**config.mk**
```make
export PLATFORM = sky130hd
export DESIGN_NAME = uart_cmd_host_flat
export DESIGN_NICKNAME = d
export VERILOG_FILES = /design/src/rtl/uart_cmd_host_if.sv /design/src/rtl/uart_cmd_host.sv /design/src/flat_wrapper.sv
export SDC_FILE = /design/constraint.sdc
export NUM_CORES = 1
export LEC_CHECK = 0
export ABC_AREA = 0
export BUFFER_PORTS_ARGS = -buffer_cell sky130_fd_sc_hd__buf_2
export CAP_MARGIN = 0
export CORE_ASPECT_RATIO = 2
export CORE_MARGIN = 5
export CORE_UTILIZATION = 39
export DETAILED_ROUTE_END_ITERATION = 10
export SYNTH_ARGS = -nofsm -noshare
export SYNTH_HDL_FRONTEND = slang
export SYNTH_SLANG_ARGS = --single-unit
```
**constraint.sdc**
```tcl
create_clock -name CLK -period 4.03 [get_ports CLK]
set_clock_uncertainty 0.1 [all_clocks]
set_input_delay 0.806 -clock CLK [delete_from_list [all_inputs] [get_ports CLK]]
set_output_delay 0.806 -clock CLK [all_outputs]
set_load 0.02 [all_outputs]
```
**src/rtl/uart_cmd_host_if.sv**
```systemverilog
// uart_cmd_host_if: command request and response bundle between a requester and uart_cmd_host
interface uart_cmd_host_if #(
  parameter int DATA_WIDTH = 8,
  parameter int ADDR_WIDTH = 4
);
  logic                    cmd_valid;
  logic                    cmd_ready;
  logic [1:0]              cmd_type;
  logic [ADDR_WIDTH-1:0]   cmd_addr;
  logic [DATA_WIDTH-1:0]   cmd_data0;
  logic [DATA_WIDTH-1:0]   cmd_data1;
  logic [3:0]              cmd_fun;
  logic                    rsp_valid;
  logic [2*DATA_WIDTH-1:0] rsp_data;
  logic                    rsp_timeout;
  modport master (
    output cmd_valid, cmd_type, cmd_addr, cmd_data0, cmd_data1, cmd_fun,
    input  cmd_ready, rsp_valid, rsp_data, rsp_timeout
  );
  modport slave (
    input  cmd_valid, cmd_type, cmd_addr, cmd_data0, cmd_data1, cmd_fun,
    output cmd_ready, rsp_valid, rsp_data, rsp_timeout
  );
endinterface

```
**src/rtl/uart_cmd_host.sv**
```systemverilog
// uart_cmd_host: serializes one command into a UART byte frame and collects its response or a timeout
module uart_cmd_host #(
  parameter int DATA_WIDTH = 8,
  parameter int ADDR_WIDTH = 4,
  parameter int TIMEOUT    = 4096
) (
  input  logic                  CLK,
  input  logic                  RST,
  uart_cmd_host_if.slave        cmd,
  output logic [DATA_WIDTH-1:0] TX_P_Data,
  output logic                  TX_D_VLD,
  input  logic                  busy,
  input  logic [DATA_WIDTH-1:0] RX_P_Data,
  input  logic                  RX_D_VLD
);
  localparam int CW = $clog2(TIMEOUT);
  typedef enum logic [2:0] {IDLE, LOAD, WAIT_HI, WAIT_LO, RESP, DONE} state_t;
  state_t state, nxt;
  logic [1:0] typ, idx;
  logic rcnt, to_q, accept, last_tx, last_rx, expired;
  logic [ADDR_WIDTH-1:0] addr;
  logic [DATA_WIDTH-1:0] d0, d1, tx_byte;
  logic [3:0] fun;
  logic [CW-1:0] tcnt;
  logic [2*DATA_WIDTH-1:0] rsp_q;
  always_comb begin
    accept  = state == IDLE && cmd.cmd_valid;
    last_tx = idx == (typ == 2'd0 ? 2'd2 : typ == 2'd2 ? 2'd3 : 2'd1);
    last_rx = typ == 2'd1 || rcnt;
    // a byte landing on the terminal count wins over the timeout
    expired = !RX_D_VLD && tcnt == CW'(TIMEOUT - 1);
    tx_byte = idx == 2'd0 ? DATA_WIDTH'(typ == 2'd0 ? 8'hAA : typ == 2'd1 ? 8'hBB : typ == 2'd2 ? 8'hCC : 8'hDD)
            : idx == 2'd1 ? (typ == 2'd2 ? d0 : typ == 2'd3 ? DATA_WIDTH'(fun) : DATA_WIDTH'(addr))
            : idx == 2'd2 ? (typ == 2'd2 ? d1 : d0)
            : DATA_WIDTH'(fun);
  end
  always_ff @(posedge CLK or negedge RST)
    if (!RST) state <= IDLE;
    else state <= nxt;
  always_comb begin
    nxt = state;
    case (state)
      IDLE:    nxt = accept ? LOAD : IDLE;
      LOAD:    nxt = busy ? LOAD : WAIT_HI;
      WAIT_HI: nxt = busy ? WAIT_LO : WAIT_HI;
      WAIT_LO: nxt = busy ? WAIT_LO : !last_tx ? LOAD : typ == 2'd0 ? DONE : RESP;
      RESP:    nxt = (RX_D_VLD && last_rx) || expired ? DONE : RESP;
      DONE:    nxt = IDLE;
      default: nxt = IDLE;
    endcase
  end
  always_comb begin
    cmd.cmd_ready   = state == IDLE;
    cmd.rsp_valid   = state == DONE;
    cmd.rsp_data    = rsp_q;
    cmd.rsp_timeout = to_q;
    TX_D_VLD        = state == LOAD && !busy;
    TX_P_Data       = state == LOAD || state == WAIT_HI || state == WAIT_LO ? tx_byte : '0;
  end
  always_ff @(posedge CLK or negedge RST)
    if (!RST) begin
      typ   <= '0;
      idx   <= '0;
      rcnt  <= 1'b0;
      addr  <= '0;
      d0    <= '0;
      d1    <= '0;
      fun   <= '0;
      tcnt  <= '0;
      rsp_q <= '0;
      to_q  <= 1'b0;
    end else begin
      tcnt <= state == RESP && !RX_D_VLD ? tcnt + 1'b1 : '0;
      if (accept) begin
        typ   <= cmd.cmd_type;
        addr  <= cmd.cmd_addr;
        d0    <= cmd.cmd_data0;
        d1    <= cmd.cmd_data1;
        fun   <= cmd.cmd_fun;
        idx   <= '0;
        rcnt  <= 1'b0;
        rsp_q <= '0;
        to_q  <= 1'b0;
      end
      if (state == WAIT_LO && !busy) idx <= idx + 1'b1;
      if (state == RESP && RX_D_VLD) begin
        rcnt <= 1'b1;
        if (rcnt) rsp_q[2*DATA_WIDTH-1:DATA_WIDTH] <= RX_P_Data;
        else rsp_q[DATA_WIDTH-1:0] <= RX_P_Data;
      end
      if (state == RESP && expired) to_q <= 1'b1;
    end
endmodule

```
**src/flat_wrapper.sv**
```systemverilog
// flat-port wrapper written by rule: the top's interface ports become plain ports
module uart_cmd_host_flat 
#(
  parameter int DATA_WIDTH = 8,
  parameter int ADDR_WIDTH = 4,
  parameter int TIMEOUT    = 4096
)
  (CLK, RST, TX_P_Data, TX_D_VLD, busy, RX_P_Data, RX_D_VLD, cmd_cmd_valid, cmd_cmd_type, cmd_cmd_addr, cmd_cmd_data0, cmd_cmd_data1, cmd_cmd_fun, cmd_cmd_ready, cmd_rsp_valid, cmd_rsp_data, cmd_rsp_timeout);
  uart_cmd_host_if #(.DATA_WIDTH(DATA_WIDTH), .ADDR_WIDTH(ADDR_WIDTH)) cmd_i ();
  input  logic CLK;
  input  logic RST;
  output logic [DATA_WIDTH-1:0] TX_P_Data;
  output logic TX_D_VLD;
  input  logic busy;
  input  logic [DATA_WIDTH-1:0] RX_P_Data;
  input  logic RX_D_VLD;
  input wire logic [$bits(cmd_i.cmd_valid)-1:0] cmd_cmd_valid;
  input wire logic [$bits(cmd_i.cmd_type)-1:0] cmd_cmd_type;
  input wire logic [$bits(cmd_i.cmd_addr)-1:0] cmd_cmd_addr;
  input wire logic [$bits(cmd_i.cmd_data0)-1:0] cmd_cmd_data0;
  input wire logic [$bits(cmd_i.cmd_data1)-1:0] cmd_cmd_data1;
  input wire logic [$bits(cmd_i.cmd_fun)-1:0] cmd_cmd_fun;
  output wire logic [$bits(cmd_i.cmd_ready)-1:0] cmd_cmd_ready;
  output wire logic [$bits(cmd_i.rsp_valid)-1:0] cmd_rsp_valid;
  output wire logic [$bits(cmd_i.rsp_data)-1:0] cmd_rsp_data;
  output wire logic [$bits(cmd_i.rsp_timeout)-1:0] cmd_rsp_timeout;
  assign cmd_i.cmd_valid = cmd_cmd_valid;
  assign cmd_i.cmd_type = cmd_cmd_type;
  assign cmd_i.cmd_addr = cmd_cmd_addr;
  assign cmd_i.cmd_data0 = cmd_cmd_data0;
  assign cmd_i.cmd_data1 = cmd_cmd_data1;
  assign cmd_i.cmd_fun = cmd_cmd_fun;
  assign cmd_cmd_ready = cmd_i.cmd_ready;
  assign cmd_rsp_valid = cmd_i.rsp_valid;
  assign cmd_rsp_data = cmd_i.rsp_data;
  assign cmd_rsp_timeout = cmd_i.rsp_timeout;
  uart_cmd_host #(.DATA_WIDTH(DATA_WIDTH), .ADDR_WIDTH(ADDR_WIDTH), .TIMEOUT(TIMEOUT)) u_core (.CLK(CLK), .RST(RST), .cmd(cmd_i), .TX_P_Data(TX_P_Data), .TX_D_VLD(TX_D_VLD), .busy(busy), .RX_P_Data(RX_P_Data), .RX_D_VLD(RX_D_VLD));
endmodule
```
==> metrics, run 1 <==
Rel. slew slack=34.8%; R2R Setup Slk=~2000 ps; Clock Sink Count=61; core area=0.00789 mm^2; CP arrival=roughly 2500 ps; largest family of logic cells by synthesized area=multiplexers; Gate power share=36.3%; Detailed Route WL=around 7400 um; Primary FF master, synth=dfrtp_1; fin nets=393; Most Crowded Layer GR=met2; Pins Over Slew Limit=0; vias=2327; diode count=0; Synth Area in Compound Gates=9.63%; main area contributors after synthesis=dfrtp_1 49%, mux2_4 9.6%, nand2_1 5.3%; Power Dens Cells=756 mW/mm^2; DPL Wire Length=between 5000 and 6000 um; Rows=46; Fin. Hold Viols=0; hold wc startpoint=u_core.cmd.rsp_timeout$_DFFE_PN0P_; Pint=roughly 1.9 mW; Residual DRC=0; cells resized by post-CTS repair=0; critical path startpoint category=flop; top cell type's share of synthesized area=48.5%; Die Span Y=137 um; period utilisation layout=between 80% and 90%; hold slack final=about 380 ps; top-count cell post-synth=dfrtp_1; adder-cell share of the synthesized area=1.59%; vias per inst=5.16; Layout area overhead=20.8%; Root Buffer=clkbuf_16; Ys Warns=0; total negative slack=0 ps; worst vdd ir=~250 uV; worst hold path type=flop to flop; Clock Tree Buf Depth=2; EDFF count, synth=0; Synth Cell Area=0.00314 mm^2; M1 GR Usage=16.7%; DR WL/cell=16.5 um; Synth Instances=289; syn nets=around 330; leading area contributor after synthesis=dfrtp_1; Die Wd=73.5 um; critical path capture point type=primary output; most frequent cells after synthesis=61 x dfrtp_1, 44 x nand2_1, 22 x o21ai_0; Mean Syn Cell Area=10.9 um^2; Seq/Total Area, Yosys=48.5%; Synth Area in XOR/XNOR=3.34%; Flop pwr share=34.5%; Sw Pwr=1.01 mW; synth unique cells=47; switching share of power=35.1%; Port Buffers=between 60 and 70; met3 usage=under 10%; I/O pin count=67; Setup violations, final=0; hold-fix buffers at CTS=0; RR Startpoint=u_core.typ[1]$_DFFE_PN0P_; ratio of cells with drive above 1 in the final layout=about 33%; unrepaired setup endpoints after global routing=false; power share of the clock group=about 29%; Starting Density=39.9%; vias in the first global route=2489; worst setup path class=flop to primary output; initial antenna violation count=0; remaining antenna violation count=0; Hold Path Stages=2; clock latency on the worst-skew pair=320 ps; Worst Setup SP=u_core.typ[1]$_DFFE_PN0P_; RePlAce Congestion=~0.8; Max FO, Critical Path=14; Slew @ Worst Pin=978 ps; Max Clk Rate=slightly below 300 MHz; TritonCTS buffer count=9; R2R depth=4; asr flop ratio synth=100%; reg2reg end=u_core.state[0]$_DFF_PN0_; first-pass GRT wire length=approximately 12000 um; met2 usage=29.0%; Worst Hold Path EP=u_core.cmd.rsp_timeout$_DFFE_PN0P_; Leak=1.80 nW; min Tclk post-route=3380 ps; Crit path required time=around 3100 ps; GRT overflow=0; DR pass1 iterations=4; Post-Synth Simple-Gate Area=around 16%; CTS clk-pin slew, worst paths=50 ps; outcome=finished clean; max-cap viol count=0; DIE AREA=0.0101 mm^2; largest net degree at the start of global routing=47; gr usage total=16.0%; 1st-iter DRT viols=75; Post-CTS Setup Repair Bufs=0; Seq cells post-synth=61; H-Tree Depth=3; post-synthesis mux area share=16.3%; CTS tree=built; fillers=726
[state kept, by name (all words and copies together), names as in the netlist]
| name | cells |
|---|---|
| u_core.addr | 4 |
| u_core.cmd.rsp_data | 16 |
| u_core.cmd.rsp_timeout | 1 |
| u_core.d0 | 8 |
| u_core.d1 | 8 |
| u_core.fun | 4 |
| u_core.idx | 2 |
| u_core.rcnt | 1 |
| u_core.state | 3 |
| u_core.tcnt | 12 |
| u_core.typ | 2 |
[routing by layer]
layer	vias up	share of wire [%]
met5	-	0
met4	0	2.0
met3	8	4.4
met2	56	56
met1	1143	37
li1	1120	-
[stage by stage]
| step | instances | total power, mW | setup slack [ps] | cell area, um^2 | util, % |
|---|---|---|---|---|---|
| 4_1_cts | 451 | 2.90 | 608 | 3800 | 48.2 |
| 6_report | 451 | 2.87 | 646 | 3800 | 48.2 |
| 3_3_place_gp | 435 | 2.03 | 1070 | 3470 | 44.0 |
| 3_5_place_dp | 435 | 2.04 | 976 | 3470 | 44.0 |
| 5_1_grt | 451 | 3.03 | 439 | 3800 | 48.2 |
| 2_1_floorplan | 289 | 1.80 | 1370 | 3140 | - |
[logic make-up after synthesis]
| kind of cell | after synthesis |
|---|---|
| DFF | 61 |
| and+or+nand+nor | 99 |
| AOI/OAI and AO/OA | 49 |
| muxes | 40 |
| buffers and inverters | 24 |
| xor gates and xnor gates | 12 |
| adders and majority gates | 4 |
[how the worst max path moves through the flow]
stage / cells past startpoint / slack (ps) / end
after floorplan: 7 / 1370 / TX_P_Data[6]
after global placement: 5 / 1070 / TX_P_Data[1]
after detailed placement: 5 / 980 / TX_P_Data[1]
after CTS: 5 / 610 / TX_P_Data[1]
after global routing: 5 / 440 / TX_P_Data[1]
final: 5 / 650 / TX_P_Data[1]
[power groups by stage]
stage / logic (mW) / clock network, mW / registers, mW
global placement: 1.03 / 0 / 1.00
finish: 1.04 / 0.837 / 0.991
CTS: 1.05 / 0.853 / 0.995
global route: 1.13 / 0.882 / 1.02
detailed placement: 1.04 / 0 / 1.00
floorplan: 0.885 / 0 / 0.918
[placed cells by master, fill, tap and decap left out, types with 2 or more instances in the layout]
master       n
mux2i_1     10
mux2_2      10
nor3_1       4
ha_1         4
nand4_1      4
a21boi_1     2
a31oi_1      5
nand3_1      6
buf_2       66
nand2_1     44
nor4_1       2
dfrtp_1     61
bufinv_16    2
xnor2_1     10
nor2_1      21
o31a_1       3
clkinvlp_4   2
a211oi_1     3
nor2b_1      3
a21oi_1      7
mux2_4      20
o21ai_0     22
xor2_1       2
inv_1        7
clkbuf_16    9
[layout make-up]
| class | count | area, um^2 | area share (%) |
|---|---|---|---|
| sequential | 61 | 1530 | 40.2 |
| clock buffer | 11 | 243 | 6.39 |
| multi-input combinational | 204 | 1460 | 38.5 |
| clock inverter | 5 | 83.8 | 2.21 |
| timing repair buffer | 67 | 338 | 8.89 |
| tap | 96 | 120 | 3.16 |
| inverter | 7 | 26.3 | 0.692 |
[critical path, stage by stage (launching register included)]
cell,delay [ps]
dfrtp_1,590
nor2b_2,660
mux2i_1,160
a2111oi_1,430
o21a_1,150
buf_2,160
Note: power is estimated with default switching activity, not from simulation.
==> inputs of run 2 (changes only) <==
- clock period: 4.03 -> 2.9 ns (I/O delays scaled with it)
==> metrics, run 2 (synthesis results as in run 1) <==
worst setup path class=flop to primary output (unchanged); Port Buffers=66 (unchanged); Max FO, Critical Path=14 (unchanged); DPL Wire Length=5610 um (was 5410 um); Residual DRC=0 (unchanged); H-Tree Depth=3 (unchanged); max-cap viol count=0 (unchanged); fin nets=397 (was 393); 1st-iter DRT viols=106 (was 75); total negative slack=0 ps (unchanged); DR WL/cell=16.6 um (was 16.5 um); CTS clk-pin slew, worst paths=50 ps (about the same); commonest non-fill, non-tap cell in the layout=buf_2 (unchanged); Rows=46 (unchanged); critical path capture point type=primary output (unchanged); initial antenna violation count=0 (unchanged); outcome=finished clean (unchanged); Crit path required time=2220 ps (was 3120 ps); critical path startpoint category=flop (unchanged); remaining antenna violation count=0 (unchanged); switching share of power=34.4% (was 35.1%); DIE AREA=0.0101 mm^2 (unchanged); Gate power share=38.1% (was 36.3%); Die Span Y=137 um (unchanged); Sw Pwr=1.39 mW (was 1.01 mW); Starting Density=39.9% (unchanged); vias=2302 (was 2327); Power Dens Cells=1060 mW/mm^2 (was 756 mW/mm^2); Detailed Route WL=7540 um (was 7440 um); Finished Layout Cells=454 (was 451); Leak=1.82 nW (was 1.80 nW); clock latency on the worst-skew pair=320 ps (about the same); unrepaired setup endpoints after global routing=false (unchanged); Rel. slew slack=52.2% (was 34.8%); number of flip-flops in the largest register=16 (unchanged); Post-CTS Setup Repair Bufs=0 (unchanged); Setup violations, final=0 (unchanged); period utilisation layout=95.0%; core area=0.00789 mm^2 (unchanged); Fin. Hold Viols=0 (unchanged); Pins Over Slew Limit=0 (unchanged); Setup WS post-layout=146 ps (was 646 ps); Slew @ Worst Pin=717 ps (was 978 ps); GRT overflow=0 (unchanged); most frequent cells in the layout=66 x buf_2, 61 x dfrtp_1, 44 x nand2_1 (unchanged); Max Clk Rate=363 MHz; final core area utilization=48.7% (was 48.2%); CTS tree=built (unchanged); RePlAce Congestion=0.809 (was 0.801); first-pass GRT wire length=12100 um (was 12200 um); vias in the first global route=2517 (was 2489); Flop pwr share=32.9% (was 34.5%); ratio of cells with drive above 1 in the final layout=34.6% (was 33.2%); worst vdd ir=437 uV (was 254 uV); gr usage total=16.0% (about the same); I/O pin count=67 (unchanged); min Tclk post-route=2750 ps; largest net degree at the start of global routing=47 (unchanged); CP arrival=2070 ps (was 2480 ps); worst hold path type=input port to asynchronous set/reset pin (was flop to flop); Root Buffer=clkbuf_16 (unchanged); Cells after DPL=439 (was 435); vias per inst=5.07 (was 5.16); power share of the clock group=29.0% (was 29.2%); Layout area overhead=22.2% (was 20.8%); Pint=2.66 mW (was 1.86 mW); dpl ws=380 ps (was 976 ps); Clock Sink Count=61 (unchanged); DR pass1 iterations=4 (unchanged); diode count=0 (unchanged); TritonCTS buffer count=9 (unchanged); Die Wd=73.5 um (unchanged); Clock Tree Buf Depth=2 (unchanged)
## run 2: path summary, 6_finish.rpt
kind / startpoint / endpoint / slack, ps / cells past startpoint
min: RST / u_core.d1[3]$_DFFE_PN0P_ / 80 / 1
max in group asynchronous: RST / u_core.state[1]$_DFF_PN0_ / 1920 / 2
min reg2reg: u_core.cmd.rsp_timeout$_DFFE_PN0P_ / u_core.cmd.rsp_timeout$_DFFE_PN0P_ / 380 / 2
min in group CLK: RX_P_Data[6] / u_core.cmd.rsp_data[6]$_DFF_PN0_ / 370 / 3
max reg2reg: u_core.state[2]$_DFF_PN0_ / u_core.addr[3]$_DFFE_PN0P_ / 1000 / 3
max: u_core.idx[1]$_DFFE_PN0P_ / TX_P_Data[6] / 150 / 7
## run 2: routing by layer
| metal | routed length [um] | vias up | global-route usage (%) |
|---|---|---|---|
| met5 | 0 | - | 0 |
| met4 | 138 | 0 | 6.45 |
| met3 | 349 | 10 | 4.41 |
| met2 | 4350 | 53 | 29.6 |
| met1 | 2690 | 1104 | 16.4 |
| li1 | - | 1135 | - |
## run 2: metrics by stage
| step | hold WS, ps | cell area [um^2] | total power, mW |
|---|---|---|---|
| 3_5_place_dp | 381 | 3500 | 2.90 |
| 5_1_grt | 94.4 | 3840 | 4.28 |
| 2_1_floorplan | 184 | 3140 | 2.51 |
| 6_report | 81.8 | 3840 | 4.05 |
| 4_1_cts | 81.8 | 3840 | 4.10 |
| 3_3_place_gp | 370 | 3500 | 2.87 |
## run 2: worst max-delay path, cell delays in order (launching register included)
cell	delay, ps
dfrtp_1	440
inv_1	90
ha_1	360
nor2b_2	260
mux2_2	190
nand2_1	60
a21boi_1	160
buf_2	190
## run 2: power groups by stage
stage               registers, mW  logic (mW)  clock network (mW)
floorplan                    1.28        1.23                   0
global placement             1.35        1.52                   0
detailed placement           1.35        1.55                   0
CTS                          1.34        1.56                1.21
global route                 1.37        1.67                1.24
finish                       1.33        1.55                1.17
## run 2: repair_timing
| item | CTS | global route |
|---|---|---|
| endpoints found under the hold margin | 0 | 0 |
| endpoints found under the setup margin | 0 | 2 |
| hold buffers | 0 | 0 |
| resized for setup | 0 | 2 |
## run 2: cell type report
class                           count  area [um^2]
Clock inverter                      3         67.6
Fill cell                         735         4040
Inverter                            7         26.3
Tap cell                           96          120
Sequential cell                    61         1530
Multi-Input combinational cell    204         1470
Clock buffer                       12          267
Timing Repair Buffer               71          368
